===== src/rtl/mips_pkg.sv =====
// Shared encodings for the multicycle MIPS datapath: opcodes, control FSM states,
// and the alu_op / alu_src_b / pc_src select codes used by control, ALU decoder and datapath.
package mips_pkg;

    localparam logic [5:0] OP_RTYPE = 6'b000000;
    localparam logic [5:0] OP_LW    = 6'b100011;
    localparam logic [5:0] OP_SW    = 6'b101011;
    localparam logic [5:0] OP_BEQ   = 6'b000100;
    localparam logic [5:0] OP_ADDI  = 6'b001000;
    localparam logic [5:0] OP_J     = 6'b000010;

    // Encodings 14 and 15 are unused and recover to RST_S.
    typedef enum logic [3:0] {
        RST_S    = 4'd0,
        FETCH_S  = 4'd1,
        DECODE_S = 4'd2,
        MEMADR_S = 4'd3,
        MEMRD_S  = 4'd4,
        MEMWB_S  = 4'd5,
        MEMWR_S  = 4'd6,
        EXEC_S   = 4'd7,
        ALUWB_S  = 4'd8,
        BRANCH_S = 4'd9,
        ADDIEX_S = 4'd10,
        ADDIWB_S = 4'd11,
        JUMP_S   = 4'd12,
        TRAP_S   = 4'd13
    } state_t;

    localparam logic [1:0] ALUOP_ADD   = 2'b00;
    localparam logic [1:0] ALUOP_SUB   = 2'b01;
    localparam logic [1:0] ALUOP_FUNCT = 2'b10;

    localparam logic [1:0] SRCB_RT      = 2'b00;
    localparam logic [1:0] SRCB_FOUR    = 2'b01;
    localparam logic [1:0] SRCB_IMM     = 2'b10;
    localparam logic [1:0] SRCB_IMM_SH2 = 2'b11;

    localparam logic [1:0] PCSRC_ALU    = 2'b00;
    localparam logic [1:0] PCSRC_ALUOUT = 2'b01;
    localparam logic [1:0] PCSRC_JUMP   = 2'b10;

endpackage


===== src/rtl/multicycle_control.sv =====
// Main control FSM of the multicycle MIPS datapath; Moore outputs, with the FETCH
// IR/PC enables additionally qualified by mem_ready so they pulse only on the completing cycle.
module multicycle_control
    import mips_pkg::*;
#(
    parameter bit TRAP_ON_ILLEGAL = 1'b1
) (
    input  logic       clk,
    input  logic       reset,
    input  logic [5:0] opcode,
    input  logic       mem_ready,
    output logic       ir_write,
    output logic       pc_write,
    output logic       pc_write_cond,
    output logic       iord,
    output logic       mem_read,
    output logic       mem_write,
    output logic       mem_to_reg,
    output logic       reg_dst,
    output logic       reg_write,
    output logic       alu_src_a,
    output logic [1:0] alu_src_b,
    output logic [1:0] pc_src,
    output logic [1:0] alu_op,
    output logic       illegal_op,
    output logic [3:0] state_o
);

    state_t state, state_nxt;

    always_ff @(posedge clk or negedge reset) begin
        if (!reset) state <= RST_S;
        else        state <= state_nxt;
    end

    always_comb begin
        state_nxt = RST_S;
        case (state)
            RST_S:    state_nxt = FETCH_S;
            FETCH_S:  state_nxt = mem_ready ? DECODE_S : FETCH_S;
            DECODE_S: begin
                case (opcode)
                    OP_LW, OP_SW: state_nxt = MEMADR_S;
                    OP_RTYPE:     state_nxt = EXEC_S;
                    OP_BEQ:       state_nxt = BRANCH_S;
                    OP_ADDI:      state_nxt = ADDIEX_S;
                    OP_J:         state_nxt = JUMP_S;
                    default:      state_nxt = TRAP_ON_ILLEGAL ? TRAP_S : FETCH_S;
                endcase
            end
            MEMADR_S: state_nxt = (opcode == OP_SW) ? MEMWR_S : MEMRD_S;
            MEMRD_S:  state_nxt = mem_ready ? MEMWB_S : MEMRD_S;
            MEMWB_S:  state_nxt = FETCH_S;
            MEMWR_S:  state_nxt = mem_ready ? FETCH_S : MEMWR_S;
            EXEC_S:   state_nxt = ALUWB_S;
            ALUWB_S:  state_nxt = FETCH_S;
            BRANCH_S: state_nxt = FETCH_S;
            ADDIEX_S: state_nxt = ADDIWB_S;
            ADDIWB_S: state_nxt = FETCH_S;
            JUMP_S:   state_nxt = FETCH_S;
            TRAP_S:   state_nxt = TRAP_S;
            default:  state_nxt = RST_S;
        endcase
    end

    always_comb begin
        ir_write      = 1'b0;
        pc_write      = 1'b0;
        pc_write_cond = 1'b0;
        iord          = 1'b0;
        mem_read      = 1'b0;
        mem_write     = 1'b0;
        mem_to_reg    = 1'b0;
        reg_dst       = 1'b0;
        reg_write     = 1'b0;
        alu_src_a     = 1'b0;
        alu_src_b     = SRCB_RT;
        pc_src        = PCSRC_ALU;
        alu_op        = ALUOP_ADD;
        illegal_op    = 1'b0;
        case (state)
            FETCH_S: begin
                mem_read  = 1'b1;
                alu_src_b = SRCB_FOUR;
                ir_write  = mem_ready;
                pc_write  = mem_ready;
            end
            // Branch target is precomputed here while the opcode is decoded.
            DECODE_S: alu_src_b = SRCB_IMM_SH2;
            MEMADR_S, ADDIEX_S: begin
                alu_src_a = 1'b1;
                alu_src_b = SRCB_IMM;
            end
            MEMRD_S: begin
                mem_read = 1'b1;
                iord     = 1'b1;
            end
            MEMWB_S: begin
                reg_write  = 1'b1;
                mem_to_reg = 1'b1;
            end
            MEMWR_S: begin
                mem_write = 1'b1;
                iord      = 1'b1;
            end
            EXEC_S: begin
                alu_src_a = 1'b1;
                alu_op    = ALUOP_FUNCT;
            end
            ALUWB_S: begin
                reg_write = 1'b1;
                reg_dst   = 1'b1;
            end
            BRANCH_S: begin
                alu_src_a     = 1'b1;
                alu_op        = ALUOP_SUB;
                pc_write_cond = 1'b1;
                pc_src        = PCSRC_ALUOUT;
            end
            ADDIWB_S: reg_write = 1'b1;
            JUMP_S: begin
                pc_write = 1'b1;
                pc_src   = PCSRC_JUMP;
            end
            TRAP_S:  illegal_op = 1'b1;
            default: ;
        endcase
    end

    assign state_o = state;

endmodule


===== config.mk =====
export PLATFORM = sky130hd
export DESIGN_NAME = multicycle_control
export DESIGN_NICKNAME = d
export VERILOG_FILES = /design/src/rtl/mips_pkg.sv /design/src/rtl/multicycle_control.sv
export SDC_FILE = /design/constraint.sdc
export NUM_CORES = 1
export LEC_CHECK = 0
export ABC_AREA = 1
export CAP_MARGIN = 20
export CORE_AREA = 2 2 39 41
export CTS_CLUSTER_SIZE = 30
export DETAILED_ROUTE_END_ITERATION = 12
export DIE_AREA = 0 0 41 43
export DONT_BUFFER_PORTS = 1
export GPL_TIMING_DRIVEN = 0
export HOLD_SLACK_MARGIN = 0.02
export PLACE_DENSITY = 0.65
export SLEW_MARGIN = 10
export SYNTH_ARGS = -nofsm -noshare
export SYNTH_HDL_FRONTEND = slang
export SYNTH_SLANG_ARGS = --single-unit

===== constraint.sdc =====
create_clock -name clk -period 1.1 [get_ports clk]
set_input_delay 0.11 -clock clk [delete_from_list [all_inputs] [get_ports clk]]
set_output_delay 0.11 -clock clk [all_outputs]
set_load 0.005 [all_outputs]

Word level (Yosys, flattened, before mapping) --
Index checks and enable logic that the tools add are counted.
Storage, ports and cells: output and inout bits 21, input port bits 9, flip-flop bits (word level) 4, word-level logic and storage cells 48
Operators by class: mux-type cells 20, equality and inequality tests 18, reductions and logical operators 9
Operators by type and width (count):
- 4-bit case mux with 9 select lines | 1
- 4-bit equality test (second input constant) | 6
- 4-bit case mux with 5 select lines | 1
- 4-bit by 3-bit equality test with 1-bit output (second input constant) | 4
- 6-bit equality test (second input constant) | 2
- 1-bit 2-to-1 mux | 11
- 4-bit by 2-bit equality test with 1-bit output (second input constant) | 2
- 2-bit case mux with 2 select lines | 2
- 2-bit OR reduction | 4
- 6-bit by 2-bit equality test with 1-bit output (second input constant) | 1
- 6-bit by 3-bit equality test with 1-bit output (second input constant) | 1
- 6-bit by 4-bit equality test with 1-bit output (second input constant) | 1
- 6-bit zero test | 1
- 2-bit case mux with 3 select lines | 1
- 6-bit OR reduction | 1
- 4-bit by 1-bit equality test with 1-bit output (second input constant) | 1
- 4-bit zero test | 1
- 2-bit 2-to-1 mux | 2
- 4-bit OR reduction | 1
- 3-bit 2-to-1 mux | 1
- 3-bit OR reduction | 1
- 1-bit case mux with 2 select lines | 1

Logic depth before layout (Yosys ltp) --
Gate-level depths: netlist (run 1).
word-level depth 4, mapped depth 7

Least setup slack after synthesis (run 1) --
OpenSTA, ideal clock, no wires.
path type register to register, from reg state[0] (netlist: state_o[0]), to reg state[1] (netlist: state_o[1]), cell stages (with the launch flop) 7, required time 0.970 ns, period minus slack after synthesis 1.107 ns, buffers on the path 0, arrival time 0.977 ns, setup time 0.130 ns, setup slack -0.007 ns, path through dfrtp_1 > inv_2 > nor2_4 > nand2_1 > nor2_2 > nor3_1 > nand3_1
Between the ends: word-level cells in the longest chain between the ends 3, elaborated cells between the ends (all ways) 16, classes of those cells eq/ne (13); mux (1); reduce/logical (2)
Ends and longest elaborated chain:
- from (decl) | line multicycle_control.sv:29 | state_t state, state_nxt;
- from (signal assigned) | line multicycle_control.sv:33 | else state <= state_nxt;
- 4-bit equality test, or another cell as far along | line multicycle_control.sv:38 | case (state)
- 6-bit OR reduction (no source line)
- 4-bit case mux with 9 select lines * | line multicycle_control.sv:38
- via state_nxt[1] | line multicycle_control.sv:29
The timed path passes the listed nets; every way through them passes the cells marked *.

Worst setup path in the final report (run 1) --
from reg state[1] (netlist: state_o[1]), to out alu_src_b[1]
Between the ends: word-level cells in the longest chain between the ends 3, elaborated cells between the ends (all ways) 6, classes of those cells eq/ne (4); mux (1); reduce/logical (1)
Ends and longest elaborated chain:
- 4-bit equality test or 4-bit by 2-bit equality test with 1-bit output (tied branches) | line multicycle_control.sv:81 | case (state)
- 2-bit OR reduction | line multicycle_control.sv:81
- 2-bit case mux with 3 select lines * | line multicycle_control.sv:81
- to (decl) | line multicycle_control.sv:22 | output logic [1:0] alu_src_b,
Mark *: on every way between the ends. The rest lies on a longest branch, timed or not.

==> metrics.md, run 1 <==
| Metric | Value |
|---|---|
| Global Route Usage Sum | `17.96%` |
| Reg-to-reg startpoint | `state_o[0]` |
| Reg2reg path depth | `6` |
| P per Cell Area | `2651 mW/mm^2` |
| Number of global-route vias before repair | `542` |
| Worst Path Required | `0.99 ns` |
| Failing checks | `negative setup slack` |
| Via density | `5.114` |
| Clock sink count | `4` |
| Die W | `41 microns` |
| Comb pwr share | `65.9%` |
| Most frequent cells in the layout | `nand2_1 (16), nor2_1 (13), inv_1 (11)` |
| Reg-to-Reg End | `state_o[1]` |
| Worst-Margin Slew | `0.2809 ns` |
| Layout area overhead | `31.82%` |
| Lkg Pwr | `0.3304 nW` |
| Worst-Skew Late Latency | `0.24 ns` |
| Post-route DRC | `0` |
| Setup TNS | `-3.138 ns` |
| Layout cells sized above 1 | `35.71%` |
| WS Path Type | `flop to output pin` |
| CTS buffer count | `3` |
| First-pass GRT wire length | `2111 microns` |
| Cells after synthesis | `92` |
| Number of diodes | `0` |
| Min-delay src | `opcode[2]` |
| CP Launch Type | `flop` |
| Final Cycle Share | `122.7%` |
| Fmax | `0.7410 GHz` |
| Rel. slew slack | `81.20%` |
| Max cap viols | `0` |
| Core footprint | `between 0.001 and 0.0015 sq mm` |
| Peak supply drop | `around 0.00095 V` |
| Internal Power | `0.0007321 W` |
| Outcome | `finished, violations left` |
| Syn_nets | `101` |
| Hold WS | `0.09653 ns` |
| Initial Utilization | `35.80%` |
| I/O pins | `30` |
| Final setup violation count | `21` |
| Clock buffer depth | `2` |
| Netlist cell types | `17` |
| Post-route setup slack | `-0.2495 ns` |
| PortBufs | `0` |
| Clk_skew | `0.005081 ns` |
| Worst-path clk slew | `0.04 ns` |
| Sw Share | `between 50% and 60%` |
| Fin. Hold Viols | `0` |
| Cell Area, Synth | `between 400 and 500 sq um` |
| P_sw | `0.0009991 W` |
| Final Non-Filler Cells | `114` |
| DRT antenna net count | `0` |
| Row count | `14` |
| Top post-synthesis cells by area | `dfrtp_1 (20%), nand2_1 (16%), nor2_1 (15%), inv_1 (12%), nand3_1 (9.1%)` |
| H-tree depth | `1` |
| Nets | `109` |
| Unrepaired setup endpoints after global routing | `yes` |
| Hold Path End | `state_o[1]` |
| DP HPWL | `1024 microns` |
| CP max FO | `4` |
| WL/cell | `11.93 microns` |
| Min Clock Period, post-route | `1.349 ns` |
| WHS Path Cells | `3` |
| Area leader, netlist | `dfrtp_1` |
| #FFs+latches synth | `4` |
| Leading cell type in the layout, fill and taps excluded | `nand2_1` |
| CTS tree | `done` |
| Initial antenna violation count | `0` |
| Path category of the worst min-delay check | `primary input to flop` |
| Flop2flop setup slack | `-0.18 ns` |
| Sequential Power Share | `23.2%` |
| 1st-pass router iterations | `4` |
| Total grt overflow | `0` |
| Number of flip-flops under the largest register name | `4` |
| Final wirelength | `1360 microns` |
| Clock share of power | `10.8%` |
| Yosys top cell area share | `20.20%` |
| Synth warn | `0` |
| Mean post-synth cell area | `5.386 sq um` |
| CP Data Arrival Time | `1.24 ns` |
| Die area | `between 0.0015 and 0.002 sq mm` |
| Die height | `43 microns` |
| Max-slew violations | `0` |
| Seq/Total Area, Yosys | `20.20%` |
| Via count of the routed design | `583` |
| Placed Cells | `108` |
| Root Buffer | `clkbuf_4` |
| Crit path from | `state_o[1]` |
| DRT iter0 DRCs | `8` |
| Placer congestion estimate | `around 0.75` |
| Largest net degree at the start of global routing | `7` |
| Crit end category | `output pin` |
layer usage:
layer  vias to the layer above  GRT usage (%)  wire length, microns
met3                         3          4.188                    89
met5                         -              0                     0
li1                        298              -                     -
met4                         0          12.00                    27
met2                        21          28.75                   738
met1                       261          19.61                   504
synth_stat cells:
master and instances:
dfrtp_1 4, nor2_4 2, nor2_2 3, nor3_1 5
buf_4 1, nand4_1 1, o21ai_1 1, nor2_1 20
nand2_1 21, a21oi_1 2, mux2i_1 1, inv_2 2
o21ai_0 2, o22ai_1 1, nand3b_1 1, nand3_1 9
inv_1 16
timing repair:
item	4_1_cts	5_1_grt
setup buffers	2	0
hold buffers	1	0
gates resized for setup	29	5
endpoints found under the hold margin	4	0
pin swaps	6	1
endpoints found under the setup margin	21	21
critical path: stages (launching register included):
cell and delay (ns):
dfrtp_2 0.43, inv_2 0.07, nor2_2 0.15, inv_2 0.08, nor2_4 0.12, inv_1 0.07, nand2_1 0.08
power by group through the flow:
stage	Sequential, W	Combinational, W	Clock [W]
2_1_floorplan	0.000325	0.000694	0
3_3_place_gp	0.000348	0.000835	0
3_5_place_dp	0.000350	0.000841	0
4_1_cts	0.000402	0.00109	0.000196
5_1_grt	0.000422	0.00126	0.000195
6_report	0.000402	0.00114	0.000187
logic make-up after synthesis:
kind of cell / Yosys count / share of synthesized area, %
flops: 4 / 20.20
simple gates: 62 / 56.31
mux: 1 / 2.020
compound gates: 6 / 6.313
buf+inv: 19 / 15.15
layout make-up:
class / instances / area (sq um)
Buffer: 1 / 11.26
Multi-Input combinational cell: 69 / 396.6
Sequential cell: 4 / 105.1
Tap cell: 16 / 20.02
Fill cell: 168 / 730.7
Inverter: 18 / 72.57
Timing Repair Buffer: 3 / 25.02
Clock buffer: 3 / 22.52
metrics by stage:
step                      area, sq um  setup WS, ns  util [%]  total power [W]
after floorplan                 495.5     -0.007191         -         0.001019
after global placement          515.5       -0.1579     37.25         0.001183
after detailed placement        515.5       -0.1615     37.25         0.001191
after CTS                       636.9       -0.2412     46.02         0.001692
after global routing            653.1       -0.3119     47.20         0.001877
final                           653.1       -0.2495     47.20         0.001731
worst max path at each step:
stage / end
2_1_floorplan: state_o[1]
3_3_place_gp: state_o[1]
3_5_place_dp: state_o[1]
4_1_cts: reg_write
5_1_grt: alu_src_b[1]
6_report: alu_src_b[1]
Note: power is estimated with default switching activity, not from simulation.
==> run 2, diff against run 1 <==
- TNS_END_PERCENT: not set -> 10
==> metrics.md, run 2 (synthesized netlist as in run 1, its figures left out) <==
| Metric | Value |
|---|---|
| Nets | `roughly 110` |
| Setup WS pre-CTS | `-0.1615 ns` |
| Worst-Margin Slew | `between 0.2 and 0.3 ns` |
| Number of global-route vias before repair | `521` |
| DP HPWL | `1024 microns` |
| Crit end category | `output pin` |
| Layout cells sized above 1 | `about a third` |
| CP Data Arrival Time | `1.24 ns` |
| I/O pins | `30` |
| P per Cell Area | `2639 mW/mm^2` |
| H-tree depth | `1` |
| Rel. slew slack | `81.20%` |
| Total grt overflow | `0` |
| Clk_skew | `0.005379 ns` |
| Max-slew violations | `0` |
| Initial Utilization | `35.80%` |
| CP Launch Type | `flop` |
| Fin. Hold Viols | `0` |
| Final Cycle Share | `122.7%` |
| Global Route Usage Sum | `17.46%` |
| Layout area overhead | `26.52%` |
| Clock sink count | `4` |
| Buf/Inv on CP | `1` |
| Failing checks | `negative setup slack` |
| Fmax | `between 0.7 and 0.8 GHz` |
| Leading cell type in the layout, fill and taps excluded | `nand2_1` |
| Slowest stage delay, CP | `0.47 ns` |
| Die height | `43 microns` |
| Via count of the routed design | `573` |
| CTS buffer count | `3` |
| Most frequent cells in the layout | `nand2_1 (17), nor2_1 (13), inv_1 (12)` |
| Delay-heaviest family, CP | `flip-flops` |
| # fillers | `168` |
| Slowest-stage cell, CP | `dfrtp_2` |
| Max cap viols | `0` |
| Number of diodes | `0` |
| Unrepaired setup endpoints after global routing | `yes` |
| Placer congestion estimate | `0.7492` |
| Final Core Density | `a little under half` |
| Die W | `~40 microns` |
| Register area | `105.1 sq um` |
| Setup TNS | `-2.956 ns` |
| Worst Path Required | `around 0.99 ns` |
| Largest net degree at the start of global routing | `7` |
| Number of flip-flops under the largest register name | `4` |
| First-pass GRT wire length | `2049 microns` |
| WL/cell | `11.51 microns` |
| Final setup violation count | `20` |
| Worst-Skew Late Latency | `0.24 ns` |
| WS Path Type | `flop to output pin` |
| Outcome | `finished, violations left` |
| Reg2reg path depth | `6` |
| 1st-pass router iterations | `4` |
| WHS Path Cells | `3` |
| CTS tree | `done` |
| DRT iter0 DRCs | `4` |
| Via density | `5.071` |
| CP max FO | `6` |
| Worst path cell trace | `inv_1 > nand2_2 > nor2_2 > nor2_1 > nand2_1` |
| Peak supply drop | `between 0.0009 and 0.001 V` |
| Lkg Pwr | `0.3232 nW` |
| Row count | `14` |
| Final wirelength | `1301 microns` |
| WP depth | `5` |
| DRT antenna net count | `0` |
| Root Buffer | `clkbuf_4` |
| Worst-path clk slew | `0.04 ns` |
| PortBufs | `0` |
| Min Clock Period, post-route | `1.350 ns` |
| Multi-input logic area | `384.1 sq um` |
| Die area | `0.001763 sq mm` |
| Initial antenna violation count | `0` |
| Core footprint | `between 0.001 and 0.0015 sq mm` |
| Clock buffer depth | `2` |
| Post-route setup slack | `-0.2502 ns` |
| Path category of the worst min-delay check | `primary input to flop` |
| Post-route DRC | `0` |
## run 2: path summary, 6_finish.rpt
check                      startpoint         end  slack [ns]
setup / recovery           state_o[2]   alu_src_a       -0.25
hold / removal              mem_ready  state_o[0]         0.1
setup reg to reg           state_o[0]  state_o[1]       -0.18
hold reg to reg            state_o[3]  state_o[0]        0.64
max in group asynchronous       reset  state_o[2]        0.79
min in group asynchronous       reset  state_o[0]        0.13
## run 2: stage by stage
stage	cells	power (W)	hold slack, ns	instance area (sq um)
finish	113	0.001654	0.09741	626.9
global route	113	0.001800	0.1225	626.9
CTS	113	0.001625	0.09281	616.8
detailed placement	108	0.001191	-0.1855	515.5
global placement	108	0.001183	-0.1855	515.5
floorplan	92	0.001019	-0.1856	495.5
## run 2: metal layers
metal / vias to the layer above / track usage, % / share of wire, % / wire length [microns]
li1: 298 / - / - / -
met1: 251 / 19.28 / 39 / 506
met2: 21 / 27.50 / 52 / 682
met3: 3 / 4.188 / 6.5 / 84
met4: 0 / 12.00 / 2.1 / 27
met5: - / 0 / 0 / 0
## run 2: worst reg2reg max path: stages, from the launching register on
cell and delay (ns):
dfrtp_2 0.46, inv_2 0.11, nor2_4 0.05, nand2_1 0.18, nor2_2 0.07, nor3_1 0.17
nand3_1 0.10
## run 2: area by class of cell
cell class / count / area share (%)
clock buffer: 3 / 3.593
tap: 16 / 3.194
multi-input combinational: 69 / 61.28
sequential: 4 / 16.77
timing repair buffer: 2 / 2.794
buffer: 1 / 1.198
inverter: 18 / 11.18
## run 2: timing repair
item                                    4_1_cts  5_1_grt
endpoints found under the hold margin         4        0
endpoints found under the setup margin       21       21
gates cloned                                  0        0
pin swaps                                     6        2
hold buffers                                  1        0
gates resized for setup                      23        4
setup buffers                                 1        0
## run 2: power by group
part	leakage [nW]	internal [W]	switching [W]	total, W
sequential	0.0461	0.000233	0.000164	0.000397
clock	0.0138	0.000122	0.0000657	0.000188
combinational	0.263	0.000343	0.000726	0.00107
total	0.323	0.000699	0.000955	0.00165
==> run 3, diff against run 2 <==
- CTS_BUF_LIST: not set -> sky130_fd_sc_hd__clkbuf_4
- REMOVE_ABC_BUFFERS: not set -> 1
==> metrics.md, run 3 (synthesized netlist as in run 1, its figures left out) <==
| Metric | Value |
|---|---|
| Reg-to-reg startpoint | `state_o[0]` |
| # fillers | `155` |
| Worst path cell trace | `inv_4 > nor2_4 > nand2_1 > nor2_2` |
| Largest net degree at the start of global routing | `7` |
| Number of global-route vias before repair | `483` |
| 1st-pass router iterations | `2` |
| Initial Utilization | `35.80%` |
| Final Core Density | `a little under half` |
| Post-route setup slack | `-0.2407 ns` |
| Reg2reg path depth | `6` |
| Clock buffer depth | `2` |
| Comb pwr share | `roughly 65%` |
| Number of flip-flops under the largest register name | `4` |
| WL/cell | `between 10 and 15 microns` |
| Internal Power | `0.0006924 W` |
| Max-slew violations | `0` |
| Placer congestion estimate | `around 0.7` |
| Peak supply drop | `approximately 0.00089 V` |
| P per Cell Area | `2650 mW/mm^2` |
| Outcome | `finished, violations left` |
| Worst-Skew Late Latency | `0.23 ns` |
| Slowest-stage cell, CP | `dfrtp_2` |
| Final setup violation count | `19` |
| Final wirelength | `1263 microns` |
| Pwr Total | `0.001674 W` |
| Sequential Power Share | `around 25%` |
| Critical Path Sink | `ir_write` |
| Min Clock Period, post-route | `1.341 ns` |
| Global Route Usage Sum | `between 15 and 20%` |
| Reg-to-Reg End | `state_o[1]` |
| CTS buffer count | `3` |
| Via density | `5.009` |
| Number of diodes | `0` |
| CP max FO | `6` |
| Die area | `~0.0018 sq mm` |
| WS Path Type | `flop to output pin` |
| Total grt overflow | `0` |
| Leading cell type in the layout, fill and taps excluded | `nand2_1` |
| Initial antenna violation count | `0` |
| Die height | `~43 microns` |
| Worst-path clk slew | `0.04 ns` |
| Worst Path Required | `about 0.99 ns` |
| First-pass GRT wire length | `1911 microns` |
| Crit end category | `output pin` |
| Flop2flop setup slack | `-0.21 ns` |
| Fmax | `around 0.75 GHz` |
| Via count of the routed design | `556` |
| WP depth | `4` |
| Layout area overhead | `27.53%` |
| Max cap viols | `0` |
| Sw Share | `58.64%` |
| Fin. Hold Viols | `0` |
| Root Buffer | `clkbuf_4` |
| DRT antenna net count | `0` |
| Path category of the worst min-delay check | `primary input to flop` |
| Clock sink count | `4` |
| PortBufs | `0` |
| Layout cells sized above 1 | `33.68%` |
| Clk_skew | `0.003758 ns` |
| H-tree depth | `1` |
| Clock share of power | `10.6%` |
| Post-CTS Setup Inserts | `0` |
| Slowest stage delay, CP | `0.45 ns` |
| Failing checks | `negative setup slack` |
| Setup TNS | `-2.761 ns` |
| Unrepaired setup endpoints after global routing | `yes` |
| Lkg Pwr | `0.3229 nW` |
| Setup WS pre-CTS | `-0.1668 ns` |
| CP Data Arrival Time | `1.23 ns` |
| Worst-Margin Slew | `0.2709 ns` |
| DP HPWL | `1023 microns` |
| Rel. slew slack | `81.87%` |
| DRT iter0 DRCs | `3` |
| P_sw | `0.0009818 W` |
| Delay-heaviest family, CP | `simple AND/OR/NAND/NOR gates` |
| Die W | `slightly above 40 microns` |
| Post-route DRC | `0` |
| Hold WS | `around 0.11 ns` |
| Buf/Inv on CP | `1` |
| Most frequent cells in the layout | `nand2_1 (17), inv_1 (12), nor2_1 (12)` |
| Row count | `14` |
| CTS tree | `done` |
| Crit path from | `state_o[0]` |
| I/O pins | `30` |
| CP Launch Type | `flop` |
| Final Cycle Share | `121.9%` |
| Core footprint | `~0.0014 sq mm` |
| Nets | `106` |
run 3: power by group through the flow:
stage	Clock [W]	Sequential, W	Combinational (W)
3_3_place_gp	0	0.000346	0.000825
6_report	0.000177	0.000414	0.00108
2_1_floorplan	0	0.000325	0.000683
5_1_grt	0.000194	0.000432	0.00120
4_1_cts	0.000189	0.000407	0.00100
3_5_place_dp	0	0.000347	0.000830
run 3: worst register-to-register path: stages, from the launching register on:
cell     delay [ns]
dfrtp_2        0.47
inv_4          0.10
nor2_4         0.05
nand2_1        0.18
nor2_2         0.08
nor3_1         0.19
nand3_1        0.12
run 3: worst min-delay path by stage:
| stage | depth (start not counted) | startpoint | slack, ns | endpoint |
|---|---|---|---|---|
| floorplan | 0 | reset | -0.19 | state_o[0] |
| CTS | 2 | opcode[2] | 0.1 | state_o[3] |
| global route | 3 | mem_ready | 0.12 | state_o[0] |
| finish | 3 | mem_ready | 0.11 | state_o[0] |
| global placement | 0 | reset | -0.19 | state_o[3] |
| detailed placement | 0 | reset | -0.19 | state_o[3] |
run 3: final cells by class:
class | instances | area [sq um] | area share (%)
clock buffer | 3 | 22.52 | 3.564
inverter | 18 | 72.57 | 11.49
multi-input combinational | 69 | 401.6 | 63.56
sequential | 4 | 105.1 | 16.63
tap | 16 | 20.02 | 3.168
timing repair buffer | 1 | 10.01 | 1.584
run 3: layer usage:
metal,global-route usage (%),wire [microns]
met1,17.05,496
met2,26.88,694
met3,3.665,72
met4,12.00,0
met5,0,0
run 3: metrics by stage:
step | cells | instance area (sq um)
after global routing | 111 | 631.9
final | 111 | 631.9
after CTS | 111 | 603.1
after floorplan | 91 | 488.0
after global placement | 107 | 508.0
after detailed placement | 107 | 508.0
run 3: what timing repair did:
item	in CTS	in global routing
gates cloned	0	0
pin swaps	1	1
resized for setup	25	8
hold endpoints to repair	4	0
hold buffers	1	0
setup endpoints to repair	21	21
